## src/rtl/wta_threshold_ctrl_pkg.sv

```systemverilog
// ---------------------------------------------------------------------------
// wta_pkg
// Shared types and helpers for the winner-take-all threshold controller.
//   wta_state_e : controller FSM states
//   upd_mode_e  : selects adapt (winner only) or decay (all neurons) arithmetic
//   thr_max()   : largest value a threshold register may hold
//   slice_val() : extracts one neuron value from a packed neuron vector
// ---------------------------------------------------------------------------
package wta_pkg;

   typedef enum logic [2:0] {
      ST_IDLE   = 3'd0,
      ST_SETTLE = 3'd1,
      ST_SCAN   = 3'd2,
      ST_FIRE   = 3'd3,
      ST_ADAPT  = 3'd4
   } wta_state_e;

   typedef enum logic {
      UPD_ADAPT = 1'b0,
      UPD_DECAY = 1'b1
   } upd_mode_e;

   // Thresholds are one bit narrower than the neuron value width.
   function automatic logic [31:0] thr_max(input int w);
      return (32'd1 << (w - 1)) - 32'd1;
   endfunction

   // Packed vectors up to 512 bits (16 neurons x 32 bits) are supported.
   function automatic logic [31:0] slice_val(input logic [511:0] vec,
                                              input int idx,
                                              input int w);
      return 32'((vec >> (idx * w)) & ((512'(1) << w) - 512'(1)));
   endfunction

endpackage

```

## src/rtl/wta_threshold_ctrl_if.sv

```systemverilog
// ---------------------------------------------------------------------------
// wta_threshold_ctrl_if
// Groups the event fabric inputs and the neuron-array facing outputs.
//   i_event_valid : input event strobe (valid-only, see below)
//   i_decay_tick  : threshold decay request
//   i_neuron_out  : packed neuron outputs, neuron 0 in the LSBs
//   o_threshold   : packed per-neuron thresholds
//   o_spike       : one-hot winner pulse
//   o_winner      : last winner index
//   o_fire / o_no_fire / o_busy / o_drop : status pulses and level
//   dbg_state     : controller FSM state
// Handshake: i_event_valid has no ready. An event is taken when the
// controller is idle, parked in a one-deep pending slot while busy, and
// discarded (o_drop pulse) when the slot is already occupied.
// ---------------------------------------------------------------------------
interface wta_threshold_ctrl_if #(
   parameter int p_neurons     = 4,
   parameter int p_value_width = 20
);
   import wta_pkg::*;

   logic                                     i_event_valid;
   logic                                     i_decay_tick;
   logic [p_neurons*p_value_width-1:0]       i_neuron_out;
   logic [p_neurons*(p_value_width-1)-1:0]   o_threshold;
   logic [p_neurons-1:0]                     o_spike;
   logic [$clog2(p_neurons)-1:0]             o_winner;
   logic                                     o_fire;
   logic                                     o_no_fire;
   logic                                     o_busy;
   logic                                     o_drop;
   wta_state_e                               dbg_state;

   modport master (
      output i_event_valid, i_decay_tick, i_neuron_out,
      input  o_threshold, o_spike, o_winner, o_fire, o_no_fire, o_busy,
             o_drop, dbg_state
   );

   modport slave (
      input  i_event_valid, i_decay_tick, i_neuron_out,
      output o_threshold, o_spike, o_winner, o_fire, o_no_fire, o_busy,
             o_drop, dbg_state
   );

endinterface

```

## src/rtl/wta_threshold_ctrl_thr_update.sv

```systemverilog
// ---------------------------------------------------------------------------
// thr_update
// Combinational next-threshold arithmetic for the whole layer.
//   i_thr     : current packed thresholds
//   i_best    : winning potential
//   i_win_idx : winner index (adapt mode)
//   i_mode    : UPD_ADAPT moves the winner toward i_best, saturating;
//               UPD_DECAY shrinks every threshold, floored at p_thr_min
//   o_thr     : next packed thresholds
// ---------------------------------------------------------------------------
module thr_update
   import wta_pkg::*;
#(
   parameter int p_neurons     = 4,
   parameter int p_value_width = 20,
   parameter int p_eta_shift   = 3,
   parameter int p_thr_min     = 16
) (
   input  logic [p_neurons*(p_value_width-1)-1:0] i_thr,
   input  logic [p_value_width-1:0]               i_best,
   input  logic [$clog2(p_neurons)-1:0]           i_win_idx,
   input  upd_mode_e                              i_mode,
   output logic [p_neurons*(p_value_width-1)-1:0] o_thr
);
   localparam int TW = p_value_width - 1;
   localparam int IW = $clog2(p_neurons);
   localparam logic [TW-1:0] THR_MAX = TW'(thr_max(p_value_width));
   localparam logic [TW-1:0] FLOOR   = TW'(p_thr_min);

   for (genvar i = 0; i < p_neurons; i++) begin : g_n
      logic [TW-1:0]            t;
      logic [p_value_width-1:0] t_ext;
      logic [p_value_width-1:0] diff;
      logic [p_value_width-1:0] sum;
      logic [TW-1:0]            dec;
      logic [TW-1:0]            nxt;

      assign t     = i_thr[i*TW +: TW];
      assign t_ext = {1'b0, t};
      // Clamp at zero so a stale or equal best can never wrap the difference.
      assign diff  = (i_best > t_ext) ? (i_best - t_ext) : '0;
      // sum never exceeds i_best, so p_value_width bits cannot overflow.
      assign sum   = t_ext + (diff >> p_eta_shift);
      assign dec   = t - (t >> p_eta_shift);

      always_comb begin
         nxt = t;
         if (i_mode == UPD_ADAPT) begin
            if (i_win_idx == IW'(i))
               nxt = (sum > {1'b0, THR_MAX}) ? THR_MAX : sum[TW-1:0];
         end else begin
            nxt = (dec < FLOOR) ? FLOOR : dec;
         end
      end

      assign o_thr[i*TW +: TW] = nxt;
   end

endmodule

```

## src/rtl/wta_threshold_ctrl.sv

```systemverilog
// ---------------------------------------------------------------------------
// wta_threshold_ctrl
// Winner-take-all scheduler and threshold adapter for a neuron layer.
// After each input event it waits p_settle_cycles, scans one neuron per
// cycle for the largest nonzero output (ties to the lowest index), pulses
// the winner's spike, then moves the winner's threshold toward the winning
// potential.
//   i_clk, i_rst : clock, asynchronous active-high reset
//   bus          : wta_threshold_ctrl_if.slave (events, neuron values,
//                  thresholds, spike/status outputs, FSM state)
// Optional feature: define WTA_THR_DECAY_EN to let i_decay_tick shrink all
// thresholds while idle; otherwise i_decay_tick is ignored.
// ---------------------------------------------------------------------------
module wta_threshold_ctrl
   import wta_pkg::*;
#(
   parameter int p_neurons       = 4,
   parameter int p_value_width   = 20,
   parameter int p_settle_cycles = 2,
   parameter int p_eta_shift     = 3,
   parameter int p_thr_init      = 256,
   parameter int p_thr_min       = 16
) (
   input logic                 i_clk,
   input logic                 i_rst,
   wta_threshold_ctrl_if.slave bus
);
   localparam int IW = $clog2(p_neurons);
   localparam int TW = p_value_width - 1;

   wta_state_e                  state;
   logic [3:0]                  settle_cnt;
   logic [IW-1:0]               scan_idx;
   logic [IW-1:0]               best_idx;
   logic [IW-1:0]               winner;
   logic [p_value_width-1:0]    best_val;
   logic [p_value_width-1:0]    cur_val;
   logic                        better;
   logic [p_value_width-1:0]    nxt_best_val;
   logic [IW-1:0]               nxt_best_idx;
   logic [p_neurons-1:0]        spike;
   logic                        fire;
   logic                        no_fire;
   logic                        busy;
   logic                        drop;
   logic                        pending;
   logic [p_neurons*TW-1:0]     thr_q;
   logic [p_neurons*TW-1:0]     thr_next;
   upd_mode_e                   upd_mode;

   assign cur_val = p_value_width'(slice_val(512'(bus.i_neuron_out),
                                             32'(scan_idx), p_value_width));
   // Strictly greater keeps the earliest (lowest index) of equal values;
   // best_val starts at 0 so zero outputs never become candidates.
   assign better       = cur_val > best_val;
   assign nxt_best_val = better ? cur_val  : best_val;
   assign nxt_best_idx = better ? scan_idx : best_idx;

`ifdef WTA_THR_DECAY_EN
   logic decay_pend;
   assign upd_mode = (state == ST_ADAPT) ? UPD_ADAPT : UPD_DECAY;
`else
   logic unused_decay_tick;
   assign unused_decay_tick = bus.i_decay_tick;
   assign upd_mode          = UPD_ADAPT;
`endif

   thr_update #(
      .p_neurons    (p_neurons),
      .p_value_width(p_value_width),
      .p_eta_shift  (p_eta_shift),
      .p_thr_min    (p_thr_min)
   ) u_thr_update (
      .i_thr    (thr_q),
      .i_best   (best_val),
      .i_win_idx(winner),
      .i_mode   (upd_mode),
      .o_thr    (thr_next)
   );

   always_ff @(posedge i_clk or posedge i_rst) begin
      if (i_rst) begin
         state      <= ST_IDLE;
         settle_cnt <= '0;
         scan_idx   <= '0;
         best_idx   <= '0;
         best_val   <= '0;
         winner     <= '0;
         spike      <= '0;
         fire       <= 1'b0;
         no_fire    <= 1'b0;
         busy       <= 1'b0;
         drop       <= 1'b0;
         pending    <= 1'b0;
         thr_q      <= {p_neurons{TW'(p_thr_init)}};
`ifdef WTA_THR_DECAY_EN
         decay_pend <= 1'b0;
`endif
      end else begin
         spike   <= '0;
         fire    <= 1'b0;
         no_fire <= 1'b0;
         drop    <= 1'b0;

         if (bus.i_event_valid && (state != ST_IDLE)) begin
            if (pending) drop    <= 1'b1;
            else         pending <= 1'b1;
         end
`ifdef WTA_THR_DECAY_EN
         if (bus.i_decay_tick) decay_pend <= 1'b1;
`endif

         case (state)
            ST_IDLE: begin
               if (pending || bus.i_event_valid) begin
                  state      <= ST_SETTLE;
                  settle_cnt <= 4'(p_settle_cycles - 1);
                  busy       <= 1'b1;
                  // Consuming the pending event while a new one arrives
                  // re-arms the slot with the new event.
                  pending    <= pending & bus.i_event_valid;
               end
`ifdef WTA_THR_DECAY_EN
               else if (decay_pend) begin
                  thr_q      <= thr_next;
                  decay_pend <= bus.i_decay_tick;
               end
`endif
            end
            ST_SETTLE: begin
               if (settle_cnt == 4'd0) begin
                  state    <= ST_SCAN;
                  scan_idx <= '0;
                  best_val <= '0;
                  best_idx <= '0;
               end else begin
                  settle_cnt <= settle_cnt - 4'd1;
               end
            end
            ST_SCAN: begin
               best_val <= nxt_best_val;
               best_idx <= nxt_best_idx;
               if (scan_idx == IW'(p_neurons - 1)) begin
                  // Spike is registered on entry so it coincides with FIRE.
                  if (nxt_best_val != '0) begin
                     state  <= ST_FIRE;
                     spike  <= {{(p_neurons-1){1'b0}}, 1'b1} << nxt_best_idx;
                     fire   <= 1'b1;
                     winner <= nxt_best_idx;
                  end else begin
                     state   <= ST_IDLE;
                     no_fire <= 1'b1;
                     busy    <= 1'b0;
                  end
               end else begin
                  scan_idx <= scan_idx + 1'b1;
               end
            end
            ST_FIRE: begin
               state <= ST_ADAPT;
            end
            ST_ADAPT: begin
               thr_q <= thr_next;
               state <= ST_IDLE;
               busy  <= 1'b0;
            end
            default: begin
               state <= ST_IDLE;
               busy  <= 1'b0;
            end
         endcase
      end
   end

   assign bus.o_threshold = thr_q;
   assign bus.o_spike     = spike;
   assign bus.o_winner    = winner;
   assign bus.o_fire      = fire;
   assign bus.o_no_fire   = no_fire;
   assign bus.o_busy      = busy;
   assign bus.o_drop      = drop;
   assign bus.dbg_state   = state;

endmodule

```

## src/flat_wrapper.sv

```systemverilog
// flat-port wrapper written by rule: the top's interface ports become plain ports
module wta_threshold_ctrl_flat import wta_pkg::*;
#(
   parameter int p_neurons       = 4,
   parameter int p_value_width   = 20,
   parameter int p_settle_cycles = 2,
   parameter int p_eta_shift     = 3,
   parameter int p_thr_init      = 256,
   parameter int p_thr_min       = 16
)
  (i_clk, i_rst, bus_i_event_valid, bus_i_decay_tick, bus_i_neuron_out, bus_o_threshold, bus_o_spike, bus_o_winner, bus_o_fire, bus_o_no_fire, bus_o_busy, bus_o_drop, bus_dbg_state);
  wta_threshold_ctrl_if #(.p_neurons(p_neurons), .p_value_width(p_value_width)) bus_i ();
  input logic i_clk;
  input logic i_rst;
  input wire logic [$bits(bus_i.i_event_valid)-1:0] bus_i_event_valid;
  input wire logic [$bits(bus_i.i_decay_tick)-1:0] bus_i_decay_tick;
  input wire logic [$bits(bus_i.i_neuron_out)-1:0] bus_i_neuron_out;
  output wire logic [$bits(bus_i.o_threshold)-1:0] bus_o_threshold;
  output wire logic [$bits(bus_i.o_spike)-1:0] bus_o_spike;
  output wire logic [$bits(bus_i.o_winner)-1:0] bus_o_winner;
  output wire logic [$bits(bus_i.o_fire)-1:0] bus_o_fire;
  output wire logic [$bits(bus_i.o_no_fire)-1:0] bus_o_no_fire;
  output wire logic [$bits(bus_i.o_busy)-1:0] bus_o_busy;
  output wire logic [$bits(bus_i.o_drop)-1:0] bus_o_drop;
  output wire logic [$bits(bus_i.dbg_state)-1:0] bus_dbg_state;
  assign bus_i.i_event_valid = bus_i_event_valid;
  assign bus_i.i_decay_tick = bus_i_decay_tick;
  assign bus_i.i_neuron_out = bus_i_neuron_out;
  assign bus_o_threshold = bus_i.o_threshold;
  assign bus_o_spike = bus_i.o_spike;
  assign bus_o_winner = bus_i.o_winner;
  assign bus_o_fire = bus_i.o_fire;
  assign bus_o_no_fire = bus_i.o_no_fire;
  assign bus_o_busy = bus_i.o_busy;
  assign bus_o_drop = bus_i.o_drop;
  assign bus_dbg_state = bus_i.dbg_state;
  wta_threshold_ctrl #(.p_neurons(p_neurons), .p_value_width(p_value_width), .p_settle_cycles(p_settle_cycles), .p_eta_shift(p_eta_shift), .p_thr_init(p_thr_init), .p_thr_min(p_thr_min)) u_core (.i_clk(i_clk), .i_rst(i_rst), .bus(bus_i));
endmodule
```

## config.mk

```make
export PLATFORM = sky130hd
export DESIGN_NAME = wta_threshold_ctrl_flat
export DESIGN_NICKNAME = d
export VERILOG_FILES = /design/src/rtl/wta_threshold_ctrl_pkg.sv /design/src/rtl/wta_threshold_ctrl_if.sv /design/src/rtl/wta_threshold_ctrl_thr_update.sv /design/src/rtl/wta_threshold_ctrl.sv /design/src/flat_wrapper.sv
export SDC_FILE = /design/constraint.sdc
export NUM_CORES = 1
export LEC_CHECK = 0
export ABC_CLOCK_PERIOD_IN_PS = 8250
export CAP_MARGIN = 20
export CORE_MARGIN = 8
export CORE_UTILIZATION = 60
export DETAILED_ROUTE_END_ITERATION = 8
export GPL_TIMING_DRIVEN = 0
export PLACE_DENSITY = 0.8
export RECOVER_POWER = 50
export SLEW_MARGIN = 20
export SYNTH_ARGS = -nofsm -noshare
export SYNTH_HDL_FRONTEND = slang
export SYNTH_HIERARCHICAL = 1
export SYNTH_SLANG_ARGS = --single-unit
```

## constraint.sdc

```tcl
create_clock -name i_clk -period 8.25 [get_ports i_clk]
set_input_delay 0.825 -clock i_clk [delete_from_list [all_inputs] [get_ports i_clk]]
set_output_delay 0.825 -clock i_clk [all_outputs]
set_load 0.05 [all_outputs]
```

==> results.txt, run 1 <==
----------------------------------------------------
[Setup path]
  Worst Setup Start Kind ... flip-flop
  Kind of critical path ... reg -> reg
  Required arrival time at the worst endpoint ... 8570 ps
  Buf/Inv on CP ... 3
  Worst path max stage delay ... just under 700 ps
  CP max-delay cell ... a21boi_0
  Kind of end point of the critical path ... flip-flop
  Crit path cell chain ... inv_1 -> ha_1 -> nor2b_1 -> o21bai_1 -> a21boi_0 -> o21ai_0 -> o21ai_0 -> o211a_1 -> nor3_1 -> o21bai_1 -> clkbuf_1 -> and2_1 -> ha_1 -> a211oi_1 -> o21bai_1 -> a21boi_0 -> o31a_1 -> a2111oi_0 -> o211ai_1 -> clkbuf_1 -> o211ai_1 -> o211ai_1 -> o21ai_0 -> mux2_1
  Cell family with most CP delay ... compound AO/OA/AOI/OAI gates
  Arrival time at the worst endpoint ... between 7000 and 8000 ps
  Highest net fanout along the worst path ... 10

[Outcome]
  Violations in the final reports ... capacitance limit, slew limit
  Run status ... finished with violations

[STA]
  Final critical delay including setup and external delays ... approximately 7300 ps
  Count of pins over their slew limit ... roughly 120
  RSZ-0062 raised after global routing ... false
  Endpoints failing setup ... 0
  Actual slew at the worst max-slew pin ... around 3400 ps
  Maximum operating frequency ... approximately 0.14 GHz
  Total Negative Setup Slacks ... 0 ps
  Final number of hold-violating endpoints ... 0
  Min setup slack post-route ... between 900 and 1000 ps
  Worst-case headroom to the max-slew limit ... -1.292
  Crit share post-route ... 0.8823
  Post-Route Skew ... approximately 14 ps

[Finish]
  Final nets ... around 2700
  Layout cell share with drive strength beyond 1 ... 0.04770
  Area growth, synth to finish ... 16.67%
  Count of inserted antenna diode cells ... 0

[CTS]
  Hold Buf Count CTS ... 0
  CTS tree ... yes
  Later-pin clock latency in the skew report ... around 440 ps
  Resized Gates After CTS ... 0
  Sink count of the clock tree ... between 100 and 150
  Library cell used as clock root buffer ... clkbuf_16
  TritonCTS buffer count ... 17
  Total number of H-tree levels ... 4
  CTS clock-pin slew for the worst setup and hold paths ... 70 ps
  Total setup buffers inserted after CTS ... 0
  CTS max path bufs ... 2

[GRT]
  Total global routing track utilization ... 0.3395
  Pin count of the biggest net entering global routing ... 65
  Overflow left after global routing ... 0
  Via count of the first global-routing pass ... between 15000 and 20000
  Global-route wire length before repair ... 91900 µm
  Antenna violations before repair ... 3

[Placement]
  Placement Setup Slack ... ~1300 ps
  Detailed placement HPWL ... ~46000 µm
  Quantity of I/O buffers inserted on ports ... about 170
  Gpl congestion ... 0.9632

[Synthesis]
  Cell types with the largest area share after synthesis ... ha_1 (17%), dfrtp_1 (17%), mux2_1 (5.0%)
  Number of warnings issued by yosys ... 6
  Leading register cell type out of synthesis ... dfrtp_1
  Proportion of synthesized chip area in sequential cells ... 0.1723
  Post-synth ARST share ... 1.000
  Leading post-synthesis cells by instance count ... ha_1 (231), nor2_1 (184), nand2_1 (175), inv_1 (150), o21ai_0 (145)
  Most frequent cell after synthesis ... ha_1
  Area share of the largest cell type after synthesis ... 0.1683
  Count of flip-flops with a built-in enable after synthesis ... 0
  Synthesized area per cell ... 8.019 µm²
  Number of library cell types mapped by synthesis ... between 90 and 100
  Cell accounting for the most synthesized area ... ha_1
  Syn Std Cell Area ... about 17000 µm²
  Number of register bits inferred by synthesis ... 118
  Number of instances in the synthesized netlist ... ~2100

[Job]
  Maximum capacitance violations ... 2

[Die]
  Number of top-level pins ... 173
  Vert. Die Dim ... between 150 and 200 µm
  Full die area ... 34280 µm²
  Chip Width ... about 190 µm
  Placeable core area ... approximately 28000 µm²
  Std-Cell Rows ... 62
  Initial standard-cell utilization of the core ... 0.6031

[Drt]
  Detailed-route DRC error count ... 0
  Number of nets with antenna violations after detailed routing ... 0
  Average routed wire per standard cell ... 21.61 µm
  Number of DRC markers after the initial detailed-route iteration ... a little over 2000
  Overall routed net length ... ~60000 µm
  Vias ... ~18000
  Initial DRT Pass Iterations ... 8
  Vias per cell ... around 6.6

[Hold path]
  Hold/Removal Path Class ... reg -> reg

----------------------------------------------------
-- layout by cell type (no fill, tap or decap), types with 22 or more instances in the layout --
cell               n
ha_1             231
and2_1            27
a21o_1            56
a21oi_1          134
nand2_1          175
inv_1            149
xor2_1            61
clkbuf_1          57
mux2_1            76
nor2b_1           33
dlygate4sd3_1     37
nor3_1            51
clkdlybuf4s50_1  134
xnor2_1           95
o21ai_1           30
dfrtp_1          114
nand3_1           43
o21ai_0          147
o22ai_1           28
o21bai_1          22
nand2b_1          23
nor2_1           184
o21a_1            31
-- through the flow --
step	area, µm²	instances	hold slack [ps]	util
after floorplan	17180	2144	472.1	-
after global placement	19370	2699	488.6	0.6805
after detailed placement	19400	2700	493.0	0.6816
after CTS	20050	2732	507.8	0.7043
after global routing	20030	2732	544.1	0.7036
final	20030	2732	501.6	0.7036
-- routing by layer --
layer,track usage,share of wire,vias up
met5,0,0.00059,-
met4,0.1469,0.044,6
met3,0.07532,0.097,166
met2,0.5438,0.45,931
met1,0.4348,0.41,8580
li1,-,-,8274
-- worst reg2reg max path, delay by kind of cell (launching register included) --
| family | cells | cell delay (ps) |
|---|---|---|
| buf+inv | 3 | 1100 |
| simple gates | 3 | 430 |
| compound gates | 15 | 4250 |
| flops | 1 | 490 |
| mux | 1 | 310 |
| fa+ha+maj | 2 | 590 |
-- logic make-up after synthesis --
family                     Yosys count  synth area share
DFF                                118            0.1723
buffers and inverters              222           0.05218
muxes                              112           0.08592
xor gates and xnor gates           156           0.07958
and+or+nand+nor                    642            0.1810
AOI/OAI and AO/OA                  651            0.2512
other                                1         0.0002184
adders and majority gates          239            0.1777
-- registers in the layout, summed over array words and instances (netlist names) --
register and flops:
u_core/bus.o_fire 1, u_core/best_idx 2, u_core/pending 1, u_core/best_val 20, u_core/bus.o_winner 2, u_core/bus.o_spike 4
u_core/bus.o_drop 1, u_core/bus.o_busy 1, u_core/scan_idx 2, u_core/bus.o_threshold 76, u_core/settle_cnt 4, u_core/bus.o_no_fire 1
u_core/bus.dbg_state 3
-- final cells by class --
class | instances | area, µm²
plain buffers | 71 | 329.1
clock buffers | 20 | 456.7
clock inverters | 12 | 190.2
fillers | 2389 | 8438
inverters | 151 | 568.0
multi-input cells | 1804 | 13330
flip-flops and latches | 118 | 2958
well taps | 384 | 480.5
repair buffers | 172 | 1715
-- worst paths after layout --
check	startpoint	end	slack, ps	depth (start not counted)
worst max-delay path	u_core/bus.o_threshold[20]	u_core/bus.o_threshold[28]	970	24
max in group asynchronous	i_rst	u_core/bus.o_winner[0]	2480	3
worst max register to register	u_core/bus.o_threshold[20]	u_core/bus.o_threshold[28]	970	24
min in group asynchronous	i_rst	u_core/bus.o_threshold[23]	1640	2
worst min-delay path	u_core/bus.o_threshold[74]	u_core/bus.o_threshold[74]	500	1
worst min register to register	u_core/bus.o_threshold[74]	u_core/bus.o_threshold[74]	500	1
Power of run 1 is not shown: default switching activity piles up to over one toggle a cycle in this logic, so the estimate is an artifact.
==> run 2: changes to the inputs <==
--- a/config.mk
+++ b/config.mk
@@ -7,11 +7,13 @@
 export LEC_CHECK = 0
 export ABC_CLOCK_PERIOD_IN_PS = 8250
 export CAP_MARGIN = 20
+export CELL_PAD_IN_SITES_DETAIL_PLACEMENT = 1
+export CELL_PAD_IN_SITES_GLOBAL_PLACEMENT = 2
 export CORE_MARGIN = 8
-export CORE_UTILIZATION = 60
+export CORE_UTILIZATION = 38
 export DETAILED_ROUTE_END_ITERATION = 8
 export GPL_TIMING_DRIVEN = 0
-export PLACE_DENSITY = 0.8
+export PLACE_DENSITY = 0.85
 export RECOVER_POWER = 50
 export SLEW_MARGIN = 20
 export SYNTH_ARGS = -nofsm -noshare
==> results.txt, run 2 (synthesis gave the netlist of run 1 again) <==
----------------------------------------------------
[Outcome]
  Run status ... finished with violations
  Violations in the final reports ... capacitance limit, slew limit

[GRT]
  Via count of the first global-routing pass ... approximately 18000
  Pin count of the biggest net entering global routing ... 93
  Global-route wire length before repair ... 106100 µm
  Total global routing track utilization ... 0.2584
  Overflow left after global routing ... 0
  Antenna violations before repair ... 2

[Setup path]
  Kind of end point of the critical path ... flip-flop
  Worst Setup Start Kind ... flip-flop
  Arrival time at the worst endpoint ... slightly below 8000 ps
  Required arrival time at the worst endpoint ... 8630 ps
  Kind of critical path ... reg -> reg
  Worst reg-to-reg path cell count ... 24
  Highest net fanout along the worst path ... 10

[Die]
  Placeable core area ... around 45000 µm²
  Initial standard-cell utilization of the core ... 0.3816
  Number of top-level pins ... 173
  Chip Width ... 228.6 µm
  Std-Cell Rows ... 78
  Vert. Die Dim ... ~230 µm
  Full die area ... ~52000 µm²

[Drt]
  Number of nets with antenna violations after detailed routing ... 0
  Overall routed net length ... 68680 µm
  Average routed wire per standard cell ... around 23 µm
  Initial DRT Pass Iterations ... 5
  Number of DRC markers after the initial detailed-route iteration ... between 1000 and 1500
  Vias ... roughly 18000
  Detailed-route DRC error count ... 0
  Vias per cell ... between 5 and 6

[STA]
  Worst-case headroom to the max-slew limit ... -2.208
  Maximum operating frequency ... ~0.13 GHz
  Actual slew at the worst max-slew pin ... approximately 4800 ps
  RSZ-0062 raised after global routing ... false
  Final critical delay including setup and external delays ... ~7500 ps
  Final number of hold-violating endpoints ... 0
  Crit share post-route ... 0.9146
  Count of pins over their slew limit ... 93
  Total Negative Setup Slacks ... 0 ps
  Endpoints failing setup ... 0
  Post-Route Skew ... approximately 13 ps

[CTS]
  Hold Buf Count CTS ... 0
  Total setup buffers inserted after CTS ... 0
  CTS clock-pin slew for the worst setup and hold paths ... roughly 60 ps
  TritonCTS buffer count ... 17
  Total number of H-tree levels ... 4
  Later-pin clock latency in the skew report ... about 500 ps
  Library cell used as clock root buffer ... clkbuf_16
  CTS tree ... yes
  Sink count of the clock tree ... 118
  CTS max path bufs ... 2
  Resized Gates After CTS ... 0

[Finish]
  Most frequent cells in the layout ... ha_1 (231), nor2_1 (184), nand2_1 (175)
  Most common cell after layout, fill and taps aside ... ha_1
  Final nets ... about 2700
  Flip-flop count of the largest register, all copies and words added ... 76
  Count of inserted antenna diode cells ... 0
  Area growth, synth to finish ... 18.32%
  Layout cell share with drive strength beyond 1 ... 0.04813

[Placement]
  Quantity of I/O buffers inserted on ports ... about 170
  Gpl congestion ... between 0.8 and 0.9
  Detailed placement HPWL ... ~54000 µm

[Job]
  Maximum capacitance violations ... 1

[Hold path]
  Cell count of the worst hold path ... 1
  Hold/Removal Path Class ... reg -> reg

----------------------------------------------------
-- run 2: cell types whose count changed in the layout (fill, tap and decap cells not counted) --
cell             delta
clkbuf_1            -2
clkdlybuf4s25_1     +1
clkbuf_8            -2
clkinv_2            +2
clkinvlp_4          +2
clkdlybuf4s50_1     +1
dlygate4sd3_1       -1
inv_6               -2
bufinv_16           +1
-- run 2: final cells by class --
cell class                 count  area [µm²]
fill                        5477       24680
multi-input combinational   1804       13330
sequential                   118        2958
timing repair buffer         172        1722
tap                          600       750.7
inverter                     151       568.0
clock buffer                  17       425.4
buffer                        71       329.1
clock inverter                15       227.7
-- run 2: metal layers --
metal | track usage | part of all wire
met1 | 0.3229 | 0.44
met2 | 0.4204 | 0.46
met3 | 0.05150 | 0.054
met4 | 0.1283 | 0.045
met5 | 0 | 0.00019
-- run 2: final timing paths --
check / from / endpoint / slack (ps)
max in group asynchronous: i_rst / u_core/bus.o_threshold[47] / 1780
min in group asynchronous: i_rst / u_core/bus.o_threshold[15] / 1070
hold / removal: u_core/bus.o_threshold[17] / u_core/bus.o_threshold[17] / 520
setup / recovery: u_core/bus.o_threshold[20] / u_core/bus.o_threshold[28] / 700
setup reg to reg: u_core/bus.o_threshold[20] / u_core/bus.o_threshold[28] / 700
hold reg to reg: u_core/bus.o_threshold[17] / u_core/bus.o_threshold[17] / 520
-- run 2: per-stage QoR --
stage | instances | cell area [µm²] | worst slack, ps | hold WS [ps] | util
floorplan | 2144 | 17180 | 2366 | 472.1 | -
global placement | 2915 | 19640 | 1066 | 491.1 | 0.4366
detailed placement | 2916 | 19690 | 1010 | 503.0 | 0.4375
CTS | 2948 | 20340 | 915.8 | 520.0 | 0.4521
global route | 2948 | 20310 | 199.1 | 530.8 | 0.4515
finish | 2948 | 20310 | 704.8 | 515.7 | 0.4515
-- run 2: worst max-delay path, cell delays in order, from the launching register on --
cell and delay (ps):
dfrtp_1 520, inv_1 140, ha_1 340, nor2b_1 170, o21bai_1 100, a21boi_0 310, o21ai_0 280, o21ai_0 620
o211a_1 310, nor3_1 60, o21bai_1 460, clkbuf_1 420, and2_1 210, ha_1 250, a211oi_1 290, o21bai_1 160
a21boi_0 620, o31a_1 250, a2111oi_0 130, o211ai_1 470, clkbuf_1 560, o211ai_1 180, o211ai_1 130, o21ai_0 140
mux2_1 310
Power of run 2 is left out for the same reason.
==> run 3: changes to the inputs <==
--- a/config.mk
+++ b/config.mk
@@ -6,7 +6,6 @@
 export NUM_CORES = 1
 export LEC_CHECK = 0
 export ABC_CLOCK_PERIOD_IN_PS = 8250
-export CAP_MARGIN = 20
 export CELL_PAD_IN_SITES_DETAIL_PLACEMENT = 1
 export CELL_PAD_IN_SITES_GLOBAL_PLACEMENT = 2
 export CORE_MARGIN = 8
==> results of run 3 <==
The final DEF is identical to that of run 2; final timing and power are the same.
Power of run 3 is left out for the same reason.
